**src/rtl/rv32_pkg.sv**
```systemverilog
// rv32_pkg: shared rv32 pipeline constants and the fetch-to-decode entry type.
package rv32_pkg;
  localparam int XLEN = 32;
  localparam logic [XLEN-1:0] RESET_PC = '0;
  localparam int INSN_BYTES = 4;
  typedef struct packed {
    logic [XLEN-1:0] pc;
    logic [XLEN-1:0] instr;
  } fetch_entry_t;
endpackage

```
**src/rtl/fetch_buffer_if.sv**
```systemverilog
// fetch_buffer_if: imem port and decode-side valid/ready bus of the fetch stage.
interface fetch_buffer_if #(
  parameter int XLEN = 32,
  parameter int CNT_W = 3
);
  logic [XLEN-1:0] imem_addr;
  logic [XLEN-1:0] imem_data;
  logic out_valid;
  logic out_ready;
  logic [XLEN-1:0] out_pc;
  logic [XLEN-1:0] out_pc_nxt;
  logic [XLEN-1:0] out_instr;
  logic [CNT_W-1:0] count;
  modport master (
    output imem_addr, out_valid, out_pc, out_pc_nxt, out_instr, count,
    input imem_data, out_ready
  );
  modport slave (
    input imem_addr, out_valid, out_pc, out_pc_nxt, out_instr, count,
    output imem_data, out_ready
  );
endinterface

```
**src/rtl/fetch_buffer_sync_fifo.sv**
```systemverilog
// sync_fifo: power-of-two deep FIFO with synchronous flush and occupancy count.
module sync_fifo #(
  parameter int DEPTH = 4,
  parameter int W = 64,
  localparam int AW = $clog2(DEPTH),
  localparam int CNT_W = AW + 1
) (
  input  logic clk,
  input  logic rst,
  input  logic flush,
  input  logic push,
  input  logic pop,
  input  logic [W-1:0] wdata,
  output logic [W-1:0] rdata,
  output logic [CNT_W-1:0] count
);
  logic [W-1:0] mem_q [DEPTH];
  logic [AW-1:0] wr_q, wr_d, rd_q, rd_d;
  logic [CNT_W-1:0] cnt_q, cnt_d;
  always_comb begin
    wr_d = wr_q + AW'(push);
    rd_d = rd_q + AW'(pop);
    cnt_d = cnt_q + CNT_W'(push) - CNT_W'(pop);
    rdata = mem_q[rd_q];
    count = cnt_q;
  end
  always_ff @(posedge clk) begin
    if (rst || flush) begin
      wr_q <= '0;
      rd_q <= '0;
      cnt_q <= '0;
    end else begin
      wr_q <= wr_d;
      rd_q <= rd_d;
      cnt_q <= cnt_d;
    end
  end
  always_ff @(posedge clk)
    if (push) mem_q[wr_q] <= wdata;
endmodule

```
**src/rtl/fetch_buffer.sv**
```systemverilog
// fetch_buffer: owns the PC, fetches one instruction per cycle into a FIFO toward decode.
module fetch_buffer import rv32_pkg::*; #(
  parameter int XLEN = rv32_pkg::XLEN,
  parameter int DEPTH = 4,
  parameter logic [XLEN-1:0] RESET_PC = rv32_pkg::RESET_PC
) (
  input  logic clk,
  input  logic rst,
  input  logic fetch_en,
  input  logic redirect,
  input  logic [XLEN-1:0] redirect_pc,
  fetch_buffer_if.master bus
);
  localparam int CNT_W = $clog2(DEPTH) + 1;
  typedef struct packed {
    logic [XLEN-1:0] pc;
    logic [XLEN-1:0] instr;
  } entry_t;
  logic [XLEN-1:0] pc_q, pc_d;
  logic push, pop, has, valid;
  entry_t head;
  logic [CNT_W-1:0] cnt;
  // a full FIFO still accepts a push when the head leaves in the same cycle
  always_comb begin
    has = cnt != '0;
    valid = has & !redirect;
    pop = valid & bus.out_ready;
    push = fetch_en & !redirect & ((cnt < CNT_W'(DEPTH)) | pop);
    pc_d = redirect ? {redirect_pc[XLEN-1:2], 2'b00} : push ? pc_q + XLEN'(INSN_BYTES) : pc_q;
  end
  always_comb begin
    bus.imem_addr = pc_q;
    bus.out_valid = valid;
    bus.count = cnt;
    bus.out_pc = has ? head.pc : '0;
    bus.out_instr = has ? head.instr : '0;
    bus.out_pc_nxt = valid ? head.pc + XLEN'(INSN_BYTES) : '0;
  end
  always_ff @(posedge clk)
    pc_q <= rst ? RESET_PC : pc_d;
  sync_fifo #(.DEPTH(DEPTH), .W($bits(entry_t))) u_fifo (
    .clk(clk),
    .rst(rst),
    .flush(redirect),
    .push(push),
    .pop(pop),
    .wdata({pc_q, bus.imem_data}),
    .rdata(head),
    .count(cnt)
  );
endmodule

```
**src/flat_wrapper.sv**
```systemverilog
// flat-port wrapper written by rule: the top's interface ports become plain ports
module fetch_buffer_flat import rv32_pkg::*;
#(
  parameter int XLEN = rv32_pkg::XLEN,
  parameter int DEPTH = 4,
  parameter logic [XLEN-1:0] RESET_PC = rv32_pkg::RESET_PC
)
  (clk, rst, fetch_en, redirect, redirect_pc, bus_imem_addr, bus_out_valid, bus_out_pc, bus_out_pc_nxt, bus_out_instr, bus_count, bus_imem_data, bus_out_ready);
  fetch_buffer_if #(.XLEN(XLEN), .CNT_W(3)) bus_i ();
  input  logic clk;
  input  logic rst;
  input  logic fetch_en;
  input  logic redirect;
  input  logic [XLEN-1:0] redirect_pc;
  output wire logic [$bits(bus_i.imem_addr)-1:0] bus_imem_addr;
  output wire logic [$bits(bus_i.out_valid)-1:0] bus_out_valid;
  output wire logic [$bits(bus_i.out_pc)-1:0] bus_out_pc;
  output wire logic [$bits(bus_i.out_pc_nxt)-1:0] bus_out_pc_nxt;
  output wire logic [$bits(bus_i.out_instr)-1:0] bus_out_instr;
  output wire logic [$bits(bus_i.count)-1:0] bus_count;
  input wire logic [$bits(bus_i.imem_data)-1:0] bus_imem_data;
  input wire logic [$bits(bus_i.out_ready)-1:0] bus_out_ready;
  assign bus_imem_addr = bus_i.imem_addr;
  assign bus_out_valid = bus_i.out_valid;
  assign bus_out_pc = bus_i.out_pc;
  assign bus_out_pc_nxt = bus_i.out_pc_nxt;
  assign bus_out_instr = bus_i.out_instr;
  assign bus_count = bus_i.count;
  assign bus_i.imem_data = bus_imem_data;
  assign bus_i.out_ready = bus_out_ready;
  fetch_buffer #(.XLEN(XLEN), .DEPTH(DEPTH), .RESET_PC(RESET_PC)) u_core (.clk(clk), .rst(rst), .fetch_en(fetch_en), .redirect(redirect), .redirect_pc(redirect_pc), .bus(bus_i));
endmodule
```
**config.mk**
```make
export PLATFORM = sky130hd
export DESIGN_NAME = fetch_buffer_flat
export DESIGN_NICKNAME = d
export VERILOG_FILES = /design/src/rtl/rv32_pkg.sv /design/src/rtl/fetch_buffer_if.sv /design/src/rtl/fetch_buffer_sync_fifo.sv /design/src/rtl/fetch_buffer.sv /design/src/flat_wrapper.sv
export SDC_FILE = /design/constraint.sdc
export NUM_CORES = 1
export LEC_CHECK = 0
export CORE_MARGIN = 2
export CORE_UTILIZATION = 54
export DETAILED_ROUTE_END_ITERATION = 8
export PLACE_DENSITY = 0.81
export SYNTH_ARGS = -nofsm -noshare
export SYNTH_HDL_FRONTEND = slang
export SYNTH_SLANG_ARGS = --single-unit
```
**constraint.sdc**
```tcl
create_clock -name clk -period 8.7 [get_ports clk]
set_clock_uncertainty 0.2 [all_clocks]
set_input_delay 1.74 -clock clk [delete_from_list [all_inputs] [get_ports clk]]
set_output_delay 1.74 -clock clk [all_outputs]
set_load 0.05 [all_outputs]
```
==> results of run 1 <==
[metal layers]
metal,vias up,global-route usage [%]
met5,-,0
met4,0,8.025
met3,57,3.811
met2,336,39.14
met1,3790,31.52
li1,3422,-
[area by class of cell]
cell class	instances	area (um2)	share of cell area [%]
Clock buffer	37	775.7	5.072
Sequential cell	285	8195	53.59
Timing Repair Buffer	202	1997	13.06
Tap cell	285	356.6	2.332
Multi-Input combinational cell	437	3789	24.77
Inverter	15	56.30	0.3682
Clock inverter	17	123.9	0.8100
[stage by stage]
step | total power, mW | worst slack [ps] | util (%) | instances
global route | 3.103 | 1638 | 68.17 | 1278
CTS | 3.026 | 1820 | 68.17 | 1278
floorplan | 1.755 | 888.1 | - | 785
global placement | 1.869 | 1820 | 64.16 | 1224
finish | 3.007 | 1738 | 68.17 | 1278
detailed placement | 1.875 | 1844 | 64.16 | 1224
[report_power, final]
group	total [mW]	leakage [nW]	switching (mW)	internal, mW
Combinational	0.300	1.75	0.189	0.111
Sequential	1.55	2.59	0.0306	1.52
Clock	1.16	0.435	0.498	0.661
[sequential cells by signal (all words and copies together), names as in the netlist]
signal                count
u_core.bus.imem_addr     30
u_core.u_fifo.count       3
u_core.u_fifo.mem_q     248
u_core.u_fifo.rd_q        2
u_core.u_fifo.wr_q        2
[synth_stat cells (11+ instances only)]
| cell | n | area, um2 |
|---|---|---|
| a211oi_1 | 20 | 150.1 |
| edfxtp_1 | 248 | 7447 |
| mux4_2 | 51 | 1149 |
| a21oi_1 | 20 | 100.1 |
| nand2_1 | 29 | 108.9 |
| nand3_1 | 14 | 70.07 |
| clkbuf_1 | 27 | 101.4 |
| or3_1 | 11 | 68.82 |
| nor3_1 | 21 | 105.1 |
| nor2_1 | 50 | 187.7 |
| inv_1 | 13 | 48.80 |
| xnor2_1 | 31 | 271.5 |
| nand4_1 | 15 | 93.84 |
| dfxtp_1 | 37 | 740.7 |
| nor2b_1 | 58 | 362.9 |
[logic make-up after synthesis]
logic type      share of synthesized area (%)
fa+ha+maj                              0.7768
xor+xnor                                2.576
other cells                           0.03064
compound gates                          3.915
buf+inv                                 2.504
flops                                   66.89
mux                                     12.03
simple gates                            11.27
[cell usage in the layout (no fill, tap or decap), types with 9 or more instances in the layout]
cell / count
nand3_1: 14
nor3_1: 19
and2_1: 9
nand4_1: 15
clkdlybuf4s50_1: 192
or4_1: 10
o31ai_1: 9
dfxtp_1: 35
nor2_1: 49
edfxtp_1: 248
a211oi_1: 20
nor2b_1: 58
mux4_1: 10
a21oi_1: 20
inv_1: 13
clkbuf_16: 29
o21ai_0: 10
nor4_1: 9
buf_4: 10
xnor2_1: 31
or3_1: 11
nand2_1: 29
mux4_2: 51
[worst paths after layout]
path / end / slack [ps] / cells past startpoint
worst max-delay path: bus_out_pc_nxt[16] / 1740 / 7
worst min-delay path: u_core.u_fifo.mem_q[1][63] / 350 / 0
worst max register to register: u_core.u_fifo.count[2] / 5020 / 11
worst min register to register: u_core.u_fifo.mem_q[1][63] / 350 / 0
[worst max-delay path, stage by stage]
cell and delay (ps):
clkdlybuf4s50_1 780, or2_2 650, clkinv_1 650, nand2_1 200, a21oi_1 50, a31o_2 240
clkdlybuf4s50_1 690
==> results_dict.tcl, run 1 <==
set metrics [dict create \
    status "finished, final reports clean" \
    grt_max_degree 63 \
    irDropWorstVdd_uv 139.6 \
    wire_per_inst_um 21.60 \
    die_h_um 154.6 \
    fillerInstances 1521 \
    drt-total-wl_um 27600 \
    hpwl_um 17190 \
    totalNegativeSetupSlack_ps 0 \
    drc 0 \
    worstSkewPairLatency_ps 550 \
    boundaryPins 201 \
    syn2layout_area_growth_pct 24.94 \
    synth-main-ff-cell "edfxtp_1" \
    numPortBuffers 192 \
    ys_warn_count 0 \
    synth.distinct_cells 48 \
    finalCritPeriodShare_pct 80.02 \
    antenna_cells 0 \
    start_util_pct 54.56 \
    clk_pin_slew_ps 60 \
    vias_per_cell 5.951 \
    async_flop_share_pct 0 \
    avgSynthCellArea_um2 15.69 \
    cts_resized 0 \
    whs_ps 346.9 \
    wl_met1_um 11280 \
    cts_root_buffer "clkbuf_16" \
    hold_buffers 0 \
    relSlewSlack_pct 38.41 \
    max_freq_mhz 143.6 \
    post-cts-setup-buffers 0 \
    synth_edf_count 248 \
    worstMarginPinSlew_ps 922.5 \
    place_area_um2 14390 \
    seq_area_frac_synth_pct 66.89 \
    clkSinkCount 285 \
    grt_pass1_vias 7847 \
    wl_met3_um 1963 \
    r2r_start "u_core.u_fifo.count[1]" \
    cts.path.max_buffers 3 \
    min_period_ps 6962 \
    drv_slew 0 \
    track_usage_pct 23.37 \
    core.rowCount 55 \
    h-tree-depth 1 \
    grt_pass1_wl_um 43110 \
    crit_start "redirect" \
    final_hold_viol_count 0 \
    cts_tree "built" \
    layout.nets 1046 \
    drv_cap 0 \
    routed.top_layer "met4" \
    cts_buffers 29 \
    end_kind "primary output" \
    ant_nets 0 \
    setup_viol 0 \
    antenna_found_initial 0 \
    drt-pass1-iter-count 5 \
    min_path_type "register to register" \
    met2_length_um 13530 \
    syn_inst 780 \
    core_um2 22430 \
    crit_fanout 27 \
    dieWidth_um 154.6 \
    ys_ff_latch 285 \
    startpoint_type "input port" \
    vias 7605 \
    min_from "u_core.bus.imem_addr[31]" \
    grt_overflow 0 \
    required_ps 6760 \
    drt_iter0_markers 523 \
    netlist_area_um2 12240 \
    drive_above_1_share_pct 12.49 \
    crit_type "input port to primary output" \
    worst-endpoint-arrival_ps 5020 \
    stdcell_area_um2 15290 \
    p_per_area_nw_per_um2 196.6 \
    leakagePower_nw 4.773 \
    gp_congestion 0.7810 \
    dieArea_um2 23890 \
    grt_setup_unrepaired "false" \
]
Power figures use the tool's default switching activity.
==> inputs of run 2 (changes only) <==
Settings changed: CORE_UTILIZATION 54 to 48, PLACE_DENSITY 0.81 to 0.76.
Clock period 8.7 ns to 5.67 ns, I/O delays scaled along.
==> results_dict.tcl, run 2 (same netlist as run 1, synthesis figures left out) <==
set metrics [dict create \
    clkSinkCount 285 \
    max_freq_mhz 183.2 \
    drc 0 \
    cts.path.max_buffers 3 \
    post-cts-setup-buffers 0 \
    antenna_cells 0 \
    hpwl_um 17590 \
    ant_nets 0 \
    die_h_um 163.7 \
    drt_iter0_markers 624 \
    grt_pass1_wl_um 42400 \
    power_frac_comb_pct 10.1 \
    p_per_area_nw_per_um2 295.3 \
    whs_path_depth 0 \
    largest_register_ffs 248 \
    fillerInstances 1912 \
    min_from "u_core.bus.imem_addr[31]" \
    finalCritPeriodShare_pct 96.29 \
    vias 7421 \
    setup_viol 0 \
    syn2layout_area_growth_pct 25.34 \
    mostFrequentLayoutCell "edfxtp_1" \
    min_period_ps 5460 \
    grt_overflow 0 \
    p_sw_mw 1.078 \
    irDropWorstVdd_uv 225.9 \
    worstPathCellList "mux4_1 > ha_1 > nand3_2 > or4_4 > nor3_1 > mux2i_1 > clkdlybuf4s50_1" \
    leakagePower_nw 4.791 \
    reg2reg_depth 6 \
    final_hold_viol_count 0 \
    worstSkewPairLatency_ps 540 \
    drt-pass1-iter-count 5 \
    drive_above_1_share_pct 12.99 \
    r2r-end "u_core.u_fifo.mem_q[1][14]" \
    track_usage_pct 20.53 \
    required_ps 4340 \
    h-tree-depth 1 \
    startpoint_type "register" \
    vias_per_cell 5.609 \
    drv_slew 0 \
    boundaryPins 201 \
    place_area_um2 14500 \
    crit_buf_inv 1 \
    gp_congestion 0.8023 \
    core_um2 25110 \
    wire_per_inst_um 20.66 \
    p_seq_share_pct 52.4 \
    dieWidth_um 163.7 \
    regToRegSetupSlack_ps 2660 \
    seqCellArea_um2 8195 \
    end_kind "primary output" \
    critPathTopFamily "simple AND/OR/NAND/NOR gates" \
    mostFrequentLayoutCells "248 x edfxtp_1, 183 x clkdlybuf4s50_1, 58 x nor2b_1, 51 x mux4_2, 49 x nor2_1" \
    multi_input_area_um2 3805 \
    hold_buffers 0 \
    relSlewSlack_pct 35.56 \
    cpPeakStageDelay_ps 830 \
    min_path_type "register to register" \
    cts_tree "built" \
    status "finished, final reports clean" \
    start_util_pct 48.75 \
    layout.nets 1047 \
    crit_fanout 23 \
    cts_resized 0 \
    totalNegativeSetupSlack_ps 0 \
    core.rowCount 58 \
    clk_pin_slew_ps 60 \
    cts_root_buffer "clkbuf_16" \
    r2r_start "u_core.u_fifo.count[2]" \
    drt-total-wl_um 27340 \
    critPathSlowestCell "clkdlybuf4s50_1" \
    stdcell_area_um2 15340 \
    crit_type "register to primary output" \
    cts_buffers 28 \
    regMostFlops "u_core.u_fifo.mem_q" \
    dieArea_um2 26790 \
    whs_endpoint "u_core.u_fifo.mem_q[2][63]" \
    p_int_mw 3.452 \
    grt_setup_unrepaired "false" \
    antenna_found_initial 0 \
    grt_max_degree 63 \
    worst-endpoint-arrival_ps 4130 \
    p_sw_share_pct 23.80 \
    power_frac_clock_pct 37.5 \
    drv_cap 0 \
    numPortBuffers 192 \
    worstMarginPinSlew_ps 966.6 \
    grt_pass1_vias 7626 \
]
-- run 2: changes by cell type in the layout (fill, tap and decap cells not counted) --
cell	before	now
nor3_4	0	1
bufinv_16	1	0
and3_2	1	0
buf_4	10	18
nor3b_2	1	0
buf_12	0	3
and3_4	0	1
clkinvlp_4	4	0
nor3b_4	0	1
nor3_2	2	1
clkbuf_1	6	4
clkdlybuf4s50_1	192	183
inv_6	2	1
clkinv_1	4	10
-- run 2: worst max path at each step --
stage / start / to / slack, ps / depth (start not counted)
after floorplan: bus_out_ready / u_core.u_fifo.mem_q[2][0] / 530 / 6
after global placement: u_core.u_fifo.rd_q[0] / bus_out_pc_nxt[30] / 770 / 7
after detailed placement: u_core.u_fifo.rd_q[0] / bus_out_pc_nxt[30] / 720 / 7
after CTS: u_core.u_fifo.rd_q[0] / bus_out_pc_nxt[30] / 130 / 7
final: u_core.u_fifo.rd_q[0] / bus_out_pc_nxt[30] / 210 / 7
after global routing: u_core.u_fifo.rd_q[0] / bus_out_pc_nxt[30] / 9 / 7
-- run 2: area by class of cell --
class | instances | area share, %
Timing Repair Buffer | 204 | 13.21
Clock inverter | 17 | 0.5056
Sequential cell | 285 | 53.42
Multi-Input combinational cell | 437 | 24.80
Inverter | 15 | 0.3670
Tap cell | 330 | 2.691
Clock buffer | 35 | 5.007
-- run 2: power groups by stage --
stage	clock [mW]	combinational, mW	sequential [mW]
6_report	1.70	0.459	2.37
3_5_place_dp	0	0.461	2.42
3_3_place_gp	0	0.457	2.41
5_1_grt	1.82	0.486	2.38
4_1_cts	1.73	0.463	2.37
2_1_floorplan	0	0.234	2.46
-- run 2: stage by stage --
step	instances	hold WS (ps)	setup WS, ps	utilization [%]	power [mW]
2_1_floorplan	785	353.1	530.0	-	2.691
3_3_place_gp	1271	326.1	768.0	57.73	2.871
3_5_place_dp	1271	332.8	720.0	57.73	2.878
4_1_cts	1323	349.5	133.3	61.10	4.568
5_1_grt	1323	372.6	9.231	61.10	4.685
6_report	1323	352.2	210.2	61.10	4.530
-- run 2: routing by layer --
| layer | up-vias | track usage (%) | routed length [um] |
|---|---|---|---|
| met5 | - | 0 | 0 |
| met4 | 0 | 6.978 | 872 |
| met3 | 50 | 3.939 | 1779 |
| met2 | 238 | 33.90 | 13400 |
| met1 | 3696 | 27.57 | 11280 |
| li1 | 3437 | - | - |
